--- src/rtl/fetch_stage.sv ---
// -----------------------------------------------------------------------------
// fetch_stage
//   Instruction-fetch stage of the 5-stage MIPS pipeline. Owns the program
//   counter and the IF/ID pipeline register.
//
//   Each cycle the PC is presented to a combinational instruction memory. The
//   returned word is captured into IF/ID together with PC+4. The stage also
//   handles hazard stalls, branch/jump redirects (which flush IF/ID), a halt
//   state, and a sticky out-of-range fetch fault.
//
// Parameters
//   RESET_PC    PC value loaded on reset
//   IMEM_WORDS  instruction memory depth in words; legal fetch range is
//               [0, IMEM_WORDS*4)
//
// Ports
//   clk            clock; all state updates on the rising edge
//   rst_n          asynchronous active-low reset
//   stall          hazard unit: hold PC and IF/ID this cycle
//   redirect_valid taken branch/jump resolved downstream
//   redirect_pc    new fetch address (bits [1:0] ignored)
//   halt_req       stop fetching (terminal instruction decoded)
//   im_ir          instruction word returned by instruction memory
//   im_pc          fetch address to instruction memory (the PC register)
//   im_memread     instruction memory read enable
//   ifid_ir        IF/ID instruction (32'h0 is the NOP bubble)
//   ifid_pc4       IF/ID PC+4 of the captured instruction
//   ifid_valid     IF/ID holds a real instruction
//   fetch_fault    sticky: a fetch was attempted outside the legal range
// -----------------------------------------------------------------------------
module fetch_stage #(
  parameter logic [31:0] RESET_PC   = 32'h0000_0000,
  parameter int unsigned IMEM_WORDS = 128
) (
  input  logic        clk,
  input  logic        rst_n,
  input  logic        stall,
  input  logic        redirect_valid,
  input  logic [31:0] redirect_pc,
  input  logic        halt_req,
  input  logic [31:0] im_ir,
  output logic [31:0] im_pc,
  output logic        im_memread,
  output logic [31:0] ifid_ir,
  output logic [31:0] ifid_pc4,
  output logic        ifid_valid,
  output logic        fetch_fault
);

  typedef enum logic [1:0] {
    BOOT = 2'd0,
    RUN  = 2'd1,
    HALT = 2'd2
  } state_t;

  // One extra bit so IMEM_WORDS*4 == 2^32 still compares correctly.
  localparam logic [32:0] IMEM_BYTES = 33'(IMEM_WORDS) << 2;

  // Instruction addresses are word aligned; low two bits are dropped.
  function automatic logic [31:0] word_align(input logic [31:0] addr);
    return addr & 32'hFFFF_FFFC;
  endfunction

  state_t      state, state_nxt;
  logic [31:0] pc_p0, pc_nxt;
  logic [31:0] ir_p1, ir_nxt;
  logic [31:0] pc4_p1, pc4_nxt;
  logic        vld_p1, vld_nxt;
  logic        fault_q, fault_nxt;
  logic [31:0] pc_plus4;
  logic        fault_addr;

  assign pc_plus4   = pc_p0 + 32'd4;
  assign fault_addr = ({1'b0, pc_p0} >= IMEM_BYTES);

  // State register
  always_ff @(posedge clk or negedge rst_n) begin
    if (!rst_n) begin
      state <= BOOT;
    end else begin
      state <= state_nxt;
    end
  end

  // Next-state logic
  always_comb begin
    state_nxt = state;
    case (state)
      BOOT:    state_nxt = RUN;
      RUN:     if (halt_req && !redirect_valid) state_nxt = HALT;
      HALT:    if (redirect_valid) state_nxt = RUN;
      default: state_nxt = BOOT;
    endcase
  end

  // Output / datapath-control logic. Default is "PC holds, IF/ID gets a
  // bubble", which covers BOOT, HALT without redirect, halt entry and the
  // out-of-range fetch case.
  always_comb begin
    im_memread = 1'b0;
    pc_nxt     = pc_p0;
    ir_nxt     = 32'h0;
    pc4_nxt    = 32'h0;
    vld_nxt    = 1'b0;
    fault_nxt  = fault_q;
    case (state)
      RUN: begin
        im_memread = ~stall & ~fault_addr;
        if (redirect_valid) begin
          pc_nxt = word_align(redirect_pc);
        end else if (halt_req) begin
          // Entering HALT: PC freezes, IF/ID flushed even under stall.
          pc_nxt = pc_p0;
        end else if (stall) begin
          ir_nxt  = ir_p1;
          pc4_nxt = pc4_p1;
          vld_nxt = vld_p1;
        end else if (fault_addr) begin
          fault_nxt = 1'b1;
        end else begin
          pc_nxt  = pc_plus4;
          ir_nxt  = im_ir;
          pc4_nxt = pc_plus4;
          vld_nxt = 1'b1;
        end
      end
      HALT: begin
        if (redirect_valid) pc_nxt = word_align(redirect_pc);
      end
      default: begin
        pc_nxt = pc_p0;
      end
    endcase
  end

  // PC (p0) -> IF/ID (p1) boundary
  always_ff @(posedge clk or negedge rst_n) begin
    if (!rst_n) begin
      pc_p0   <= RESET_PC;
      ir_p1   <= 32'h0;
      pc4_p1  <= 32'h0;
      vld_p1  <= 1'b0;
      fault_q <= 1'b0;
    end else begin
      pc_p0   <= pc_nxt;
      ir_p1   <= ir_nxt;
      pc4_p1  <= pc4_nxt;
      vld_p1  <= vld_nxt;
      fault_q <= fault_nxt;
    end
  end

  assign im_pc       = pc_p0;
  assign ifid_ir     = ir_p1;
  assign ifid_pc4    = pc4_p1;
  assign ifid_valid  = vld_p1;
  assign fetch_fault = fault_q;

endmodule
--- config.mk ---
export PLATFORM = sky130hd
export DESIGN_NAME = fetch_stage
export DESIGN_NICKNAME = d
export VERILOG_FILES = /design/src/rtl/fetch_stage.sv
export SDC_FILE = /design/constraint.sdc
export NUM_CORES = 1
export LEC_CHECK = 0
export CAP_MARGIN = 15
export CORE_MARGIN = 1
export CORE_UTILIZATION = 49
export CTS_CLUSTER_DIAMETER = 100
export DETAILED_ROUTE_END_ITERATION = 10
export PLACE_DENSITY = 0.82
export SLEW_MARGIN = 20
export SYNTH_ARGS = -nofsm -noshare
export SYNTH_HDL_FRONTEND = slang
export SYNTH_SLANG_ARGS = --single-unit
--- constraint.sdc ---
create_clock -name clk -period 6.3 [get_ports clk]
set_clock_uncertainty 0.15 [all_clocks]
set_input_delay 0.945 -clock clk [delete_from_list [all_inputs] [get_ports clk]]
set_output_delay 0.945 -clock clk [all_outputs]
set_load 0.03 [all_outputs]
==> flow_summary_export.csv, run 1 <==
group,metric,value,unit
status,status,"complete, no violations",
drt,via_per_inst,5.88,
pwr,p_int,1350,uW
floorplanning,ioPinCount,168,
worst_setup_path,worst-setup-path-type,"flip-flop to output pin",
synthesis,yosys_warnings,0,
grt,met1_usage,0.361,
clocking,clkLatencyLatePin,0.37,ns
worst_setup_path,crit_path_cell_trace,"nor4_4 -> nand4_2 -> or2_4 -> nor3b_1 -> clkdlybuf4s50_1",
synthesis,synthArstFlopShare,1.00,
floorplanning,design.core.area,9280,um^2
min_path,hold_path.class,"flip-flop to flip-flop",
pwr,p_switching,1120,uW
clocking,clockBufferDepth,2,
finish,area_delta_synth_final,39.5,%
synthesis,synthAdderAreaFrac,0.0160,
timing,report.final.slew_viol_count,0,
pwr,max-vdd-ir-drop,0.310,mV
drt,routed_wl,12.8,mm
pwr,p_sw_frac,0.453,
clocking,cts_setup_buffers,0,
timing,rsz0062_at_grt,"no",
finish,antennaDiodeCount,0,
floorplanning,die-height,99.9,um
timing,slew_headroom,0.326,
synthesis,synth.distinct_cells,54,
place,dp_hpwl,8.85,mm
place,gp_congestion,0.890,
worst_setup_path,start_kind,"flip-flop",
timing,fin_tns_setup,0,ns
clocking,clockRootBuffer,"clkbuf_8",
grt,busiest_layer,"met2",
clocking,tritoncts,"done",
grt,grt_pass1_vias,3912,
pwr,powerDensity,377,nW/um^2
timing,fmax,0.270,GHz
finish,layout_common_cells,"162 x clkdlybuf4s50_1, 97 x dfrtp_1, 33 x a22o_1",
run,drv_cap,0,
synthesis,syn_area,4700,um^2
clocking,numCtsBuffers,9,
clocking,clkSlewWorstSetupHoldPaths,0.11,ns
finish,nets,656,
timing,period_share,0.588,
synthesis,synth_top_family_by_area,"compound AO/OA/AOI/OAI gates",
drt,firstDrtPassIters,5,
pwr,p_comb_frac,0.463,
drt,detail_route.iter0.violations,259,
grt,grt_use_met3,0.0299,
synthesis,yosysSeqAreaShare,0.516,
timing,whs,0.329,ns
pwr,seqPwrFrac,0.370,
clocking,cts.sinks,97,
timing,tightest_slew,1.01,ns
grt,grt_pass1_wl,20.1,mm
synthesis,syn_avg_cell_area,10.7,um^2
finish,fin_area,6560,um^2
timing,finalHoldViolCount,0,
synthesis,synthMuxAreaShare,0.00426,
synthesis,ys_dominant_reg_cell,"dfrtp_1",
synthesis,synth_edf_count,0,
drt,wire_per_inst,17.9,um
finish,layout_commonest_cell,"clkdlybuf4s50_1",
grt,antenna_found_initial,0,
worst_setup_path,cp-end-kind,"output pin",
floorplanning,rows,35,
worst_setup_path,critPathMaxFanout,10,
place,dpl_cell_area,6350,um^2
pwr,power_frac_clock,0.167,
worst_setup_path,slowest_delay,0.73,ns
clocking,htreeDepth,3,
grt,gr-total-overflow,0,
finish,drive_gt1_frac,0.0802,
finish,final_core_util,0.706,
synthesis,synthSimpleGateAreaFrac,0.165,
floorplanning,fp.dieW,99.9,um
synthesis,synth_seq_cells,97,
pwr,p_leak,0.00273,uW
synthesis,synth_compound_area_frac,0.237,
grt,grt_usage,0.254,
drt,drc_errors,0,
place,io_buffer_count,163,
clocking,cts_hold_buf,0,
floorplanning,dieArea,9990,um^2
clocking,cts_resized,0,
timing,fin_crit,3.70,ns
grt,met2_usage,0.406,
drt,via_count,4205,
drt,postRouteAntennaNets,0,
worst_setup_path,cp.required,5.20,ns
worst_setup_path,crit_slowest_cell,"clkdlybuf4s50_1",
grt,grt_max_degree,69,
pwr,totalPowerFinal,2480,uW
timing,finalSetupViolations,0,
synthesis,syn_inst,439,
synthesis,synth-xor-area-share,0.0112,
worst_setup_path,cp.arrival,2.61,ns
floorplanning,initial_core_util,0.506,
[Yosys cell counts, types with 6 or more instances]
master / count / area [um^2]
dfrtp_1: 97 / 2430
a22o_1: 33 / 289
and2_1: 27 / 169
nand2_1: 25 / 93.8
nor2_1: 24 / 90.1
a21oi_1: 23 / 115
clkbuf_1: 23 / 86.3
a31oi_1: 15 / 93.8
o22a_1: 15 / 131
nand3_1: 13 / 65.1
buf_2: 9 / 45.0
inv_1: 9 / 33.8
o21ai_0: 9 / 45.0
a22oi_1: 8 / 60.1
o22ai_1: 8 / 50.1
o2bb2a_1: 8 / 80.1
nand4_1: 7 / 43.8
o21ai_2: 7 / 61.3
ha_1: 6 / 75.1
[final cells by class]
cell class | instances | area (um^2)
fill | 722 | 2730
sequential | 97 | 2430
multi-input combinational | 295 | 2050
timing repair buffer | 169 | 1670
tap | 129 | 161
clock buffer | 9 | 124
clock inverter | 7 | 86.3
inverter | 9 | 33.8
[critical path: cells and delay by family (launching register included)]
kind / cells / cell delay (ns)
and+or+nand+nor: 4 / 0.96
buffers and inverters: 1 / 0.73
DFF: 1 / 0.54
[path summary, 6_finish.rpt]
kind                                   from          end  slack, ns  depth (start not counted)
worst max-delay path              im_pc[10]   im_memread       2.60                          5
worst min-delay path            fetch_fault  fetch_fault       0.33                          1
worst max register to register     state[1]    im_pc[30]       3.46                          5
worst min register to register  fetch_fault  fetch_fault       0.33                          1
max in group asynchronous             rst_n  ifid_pc4[2]       4.45                          2
min in group asynchronous             rst_n    im_pc[18]       0.35                          1
[through the flow]
step,setup WS [ns],std cells
5_1_grt,2.47,715
3_3_place_gp,2.66,699
4_1_cts,2.60,715
2_1_floorplan,3.15,440
3_5_place_dp,2.70,699
6_report,2.60,715
[state kept, by name, summed over array words and instances, names as in the netlist]
signal,count
ifid_pc4,31
state,2
fetch_fault,1
ifid_ir,32
im_pc,30
ifid_valid,1
[routing by layer]
layer	vias up	wire length, um
li1	1913	-
met1	2094	5450
met2	178	6340
met3	20	732
met4	0	252
met5	-	0
[kinds of logic (layout without fill, tap and decap cells)]
kind of cell	count (synthesis)	count (layout)
xor+xnor	6	6
other cells	1	2
simple gates	131	131
mux	2	2
flops	97	97
buf+inv	48	194
compound gates	148	148
fa+ha+maj	6	6
[power groups by stage]
stage	sequential, uW	clock, uW	combinational, uW
after floorplan	1040	0	646
after global placement	914	0	1120
after detailed placement	919	0	1140
after CTS	909	420	1140
after global routing	933	446	1230
final	916	413	1150
(Power assumes the default switching activity.)
==> run 2: changes to the inputs <==
Settings changed: CORE_UTILIZATION 49 to 41, PLACE_DENSITY 0.82 to 0.73.
Clock period 6.3 ns to 3.28 ns, I/O delays scaled along.
==> flow_summary_export.csv, run 2 (synthesized netlist as in run 1, its figures left out) <==
group,metric,value,unit
worst_setup_path,worst-setup-path-type,"flip-flop to output pin",
status,status,"complete, no violations",
drt,firstDrtPassIters,5,
timing,finalSetupViolations,0,
pwr,p_leak,0.00284,uW
pwr,powerDensity,756,nW/um^2
timing,tightest_slew,0.829,ns
worst_setup_path,critPathLaunch,"im_pc[21]",
worst_setup_path,r2r_end,"im_pc[2]",
drt,via_per_inst,5.68,
finish,nets,665,
worst_setup_path,critPathMaxFanout,4,
floorplanning,design.core.area,11000,um^2
drt,wire_per_inst,18.1,um
clocking,htreeDepth,3,
drt,via_count,4174,
timing,finalHoldViolCount,0,
finish,layout_commonest_cell,"clkdlybuf4s50_1",
clocking,tritoncts,"done",
min_path,hold_path.class,"input port to asynchronous set/reset pin",
drt,routed_wl,13.3,mm
pwr,max-vdd-ir-drop,0.551,mV
place,gp_congestion,0.891,
place,io_buffer_count,163,
timing,rsz0062_at_grt,"no",
worst_setup_path,rrSetupSlack,0.68,ns
pwr,p_comb_frac,0.452,
timing,fin_tns_setup,0,ns
clocking,numCtsBuffers,9,
pwr,seqPwrFrac,0.338,
worst_setup_path,worstRegToRegCells,6,
clocking,clockRootBuffer,"clkbuf_16",
timing,fin_crit,2.79,ns
floorplanning,ioPinCount,168,
drt,postRouteAntennaNets,0,
place,dp_cells,719,
clocking,cts_setup_buffers,0,
floorplanning,rows,38,
run,drv_cap,0,
pwr,power_frac_clock,0.209,
finish,largest_reg_flops,32,
worst_setup_path,cp-end-kind,"output pin",
grt,grt_max_degree,65,
finish,drive_gt1_frac,0.0924,
clocking,cts.sinks,97,
finish,n_fill_cell,956,
finish,area_delta_synth_final,44.1,%
floorplanning,die-height,109,um
pwr,p_switching,2160,uW
clocking,clockBufferDepth,2,
floorplanning,fp.dieW,109,um
grt,antenna_found_initial,0,
finish,layout_common_cells,"161 x clkdlybuf4s50_1, 97 x dfrtp_1, 33 x a22o_1",
grt,gr-total-overflow,0,
timing,report.final.slew_viol_count,0,
worst_setup_path,cp.arrival,2.15,ns
finish,antennaDiodeCount,0,
drt,drc_errors,0,
drt,detail_route.iter0.violations,285,
pwr,p_int,2960,uW
grt,grt_usage,0.230,
grt,grt_pass1_vias,4123,
worst_setup_path,start_kind,"flip-flop",
timing,period_share,0.852,
worst_setup_path,cp.required,2.64,ns
grt,grt_pass1_wl,20.9,mm
floorplanning,dieArea,11900,um^2
clocking,clkSlewWorstSetupHoldPaths,0.07,ns
worst_setup_path,crit_end,"im_memread",
finish,instances_no_fill,735,
timing,fmax,0.358,GHz
pwr,p_sw_frac,0.422,
timing,slew_headroom,0.447,
clocking,clkLatencyLatePin,0.34,ns
worst_setup_path,regToRegStartpoint,"state[0]",
floorplanning,initial_core_util,0.428,
place,dp_hpwl,9.35,mm
-- run 2: power groups by stage --
| stage | logic, uW | clock network, uW | registers, uW |
|---|---|---|---|
| after floorplan | 1240 | 0 | 2000 |
| after global placement | 2270 | 0 | 1730 |
| after detailed placement | 2310 | 0 | 1740 |
| after CTS | 2320 | 1100 | 1720 |
| after global routing | 2490 | 1140 | 1770 |
| final | 2320 | 1070 | 1730 |
-- run 2: layer usage --
layer  track usage  up-vias  share of wire
met5             0        -              0
met4        0.0772        0          0.016
met3        0.0514       16          0.087
met2         0.366      205           0.46
met1         0.308     2008           0.44
li1              -     1945              -
-- run 2: metrics by stage --
stage / setup slack (ns) / hold WS (ns) / util / power [uW] / area (um^2)
2_1_floorplan: 0.583 / 0.0464 / - / 3240 / 4700
3_3_place_gp: 0.413 / 0.314 / 0.589 / 4010 / 6470
3_5_place_dp: 0.381 / 0.314 / 0.589 / 4050 / 6470
4_1_cts: 0.0774 / 0.0601 / 0.616 / 5140 / 6770
5_1_grt: 0.329 / 0.0871 / 0.617 / 5410 / 6770
6_report: 0.486 / 0.0296 / 0.617 / 5120 / 6770
-- run 2: how the worst min path moves through the flow --
stage	endpoint	from
2_1_floorplan	fetch_fault	rst_n
3_3_place_gp	ifid_valid	ifid_valid
3_5_place_dp	ifid_pc4[7]	ifid_pc4[7]
4_1_cts	im_pc[11]	rst_n
5_1_grt	im_pc[11]	rst_n
6_report	im_pc[11]	rst_n
-- run 2: final cells by class --
cell class,count,area [um^2],share of cell area
Inverter,9,33.8,0.00499
Timing Repair Buffer,178,1780,0.263
Multi-Input combinational cell,295,2050,0.303
Sequential cell,97,2430,0.358
Clock inverter,6,73.8,0.0109
Tap cell,140,175,0.0259
Clock buffer,10,229,0.0338
-- run 2: timing repair --
action | in CTS | in global routing
resized for setup | 0 | 1
hold buffers | 0 | 0
endpoints found under the setup margin | 0 | 1
-- run 2: critical path: stages (launching register included) --
cell            delay, ns
dfrtp_1              0.44
nor4_2               0.35
nand4_2              0.18
or2_4                0.29
nor3b_1              0.19
dlymetal6s2s_1       0.36
==> run 3: changes to the inputs <==
Settings changed: SKIP_LAST_GASP set to 1.
==> results of run 3 <==
Final layout, timing and power as in run 2 (identical DEF).
==> variant, RTL diff (settings of run 1) <==
Re-encode `state_t` (3 states) as one-hot, 3 bits wide.
--- a/src/rtl/fetch_stage.sv
+++ b/src/rtl/fetch_stage.sv
@@ -47,10 +47,10 @@
   output logic        fetch_fault
 );
 
-  typedef enum logic [1:0] {
-    BOOT = 2'd0,
-    RUN  = 2'd1,
-    HALT = 2'd2
+  typedef enum logic [2:0] {
+    BOOT = 3'b001,
+    RUN  = 3'b010,
+    HALT = 3'b100
   } state_t;
 
   // One extra bit so IMEM_WORDS*4 == 2^32 still compares correctly.
Behaviour: same outputs for any inputs over 4 cycles, from zero or initial values and one cycle with rst_n low; so few cycles prove little.
==> variant against run 1 <==
  * Synthesized area fell by 9.5%
  * Hold slack gained 0.0084 ns
  * Sequential share of layout area rose by 2.9 points
  * Routed wire length is 7.7% lower
  * Cell count is 10% lower
  * Worst setup slack worse by 0.49 ns
  * First-iteration DRC count fell by 47%
  * Power fell by 18%
  * Clock power is 3% lower
  * Non-clock buffer count up 1
  * Final area shrank 6.4%
  * Sequential cell count increased by 1
  * Combinational power down 36%
==> variant: results (changes against run 1) <==
stage	metric	value	unit	change
run_status	outcome	finished clean		
grt	vias in the first global route	3504		-10%
grt	Global Route met1 Usage	0.3573		-0.003972
setup_path	slowest stage delay, CP	0.79	ns	+0.06 ns
yosys	Synth cell types	52		-3.7%
yosys	synth top area cells	dfrtp_1, a22o_1, and3_1		
cells_and_area	share of layout cells above drive strength 1	0.05948		-0.02073
place	DPL Wire Length	8.207	mm	-7.3%
grt	met3 Usage GRT	0.04466		+0.01471
yosys	sequential area share after synthesis	0.5769		+0.06056
setup_path	critical-path maximum fanout	27		+17
grt	GRT Overall Usage	0.2574		+0.003310
drt	final WL	11.79	mm	-7.7%
grt	M2 GR Usage	0.4077		+0.001372
yosys	post-synth top area share	0.5708		+0.05439
yosys	synth warn	0		unchanged
yosys	Avg Cell Area, Syn	11.22	um^2	+4.8%
grt	first-pass GRT wire length	17.68	mm	-12%
place	GPL Wtd Cong	0.9025		+1.4%
setup_path	critical path launch point	stall		
setup_path	RR Startpoint	im_pc[30]$_DFFE_PN0P_		
power	Pleak	2.662	nW	-2.4%
setup_path	WP data arrival	3.10	ns	+0.49 ns
power	Peak VDD IR	0.0003021	V	-2.5%
setup_path	delay-heaviest family, CP	buffers and inverters		
sta	normalized max-slew margin	0.3394		+0.01328
cells_and_area	number of fill cells	599		-17%
cells_and_area	fin nets	604		-7.9%
drt	Vias/cell	5.924		+0.73%
yosys	Post-synth top cells	dfrtp_1, a22o_1, and3_1, a21oi_1, clkbuf_1		
[variant: cell count changes after synthesis, moves of 6 or more]
cell      delta
a22o_1      +10
a22oi_1      -8
and3_1      +22
and2_1      -24
o21ai_0      +6
o2bb2a_1     -8
nor2_1       -6
buf_2        -8
o21ai_2      -7
o22a_1      -14
nand2_1      -8
a31oi_1     -13
[variant: kinds of logic (layout without fill, tap and decap cells)]
logic type	Yosys count	in the layout	synth area share
XOR/XNOR	6	6	0.01236
multiplexers	4	4	0.01030
other	1	2	0.0008818
AO/OA/AOI/OAI	120	120	0.2062
AND/OR/NAND/NOR	114	114	0.1518
buffers and inverters	34	192	0.03560
adder cells (fa/ha/maj)	2	2	0.005883
flip-flops	98	98	0.5769
[variant: cell type report]
type	instances	area, um^2	area share
Multi-Input combinational cell	248	1652	0.2689
Clock buffer	10	137.6	0.02241
Sequential cell	98	2454	0.3996
Timing Repair Buffer	170	1682	0.2738
Clock inverter	6	62.56	0.01019
Inverter	6	22.52	0.003667
Tap cell	105	131.4	0.02139
[variant: worst paths after layout]
check	to	slack, ns
setup / recovery	im_memread	2.10
min in group asynchronous	ifid_ir[30]$_DFFE_PN0P_	0.45
hold reg to reg	fetch_fault$_DFFE_PN0P_	0.34
hold / removal	fetch_fault$_DFFE_PN0P_	0.34
max in group asynchronous	ifid_ir[1]$_DFFE_PN0P_	4.49
setup reg to reg	im_pc[22]$_DFFE_PN0P_	3.46
[variant: routing by layer]
| layer | part of all wire | wire length (um) |
|---|---|---|
| met5 | 0 | 0 |
| met4 | 0.014 | 170 |
| met3 | 0.072 | 844 |
| met2 | 0.48 | 5609 |
| met1 | 0.44 | 5163 |
[variant: metrics by stage]
step	hold WS, ns	total power [mW]	instance area [um^2]	setup WS (ns)	instances
detailed placement	0.3173	1.638	5941	2.132	627
floorplan	0.4267	1.296	4257	3.291	380
global route	0.3637	2.133	6141	1.922	643
global placement	0.3034	1.617	5941	2.135	627
finish	0.3373	2.033	6141	2.100	643
CTS	0.3422	2.036	6141	2.109	643
[variant: worst register-to-register path: stages (launching register included)]
cell and delay [ns]:
dfrtp_1 0.45, nor4_1 0.35, nand4_1 0.26, o31a_1 0.46, nor3_4 0.64, mux2_2 0.42
[variant: report_power, final]
group          switching, mW  leakage, nW  total [mW]  internal [mW]
Sequential             0.169         1.29       0.898          0.729
Combinational          0.417         1.27       0.736          0.320
Clock                  0.235        0.101       0.399          0.163
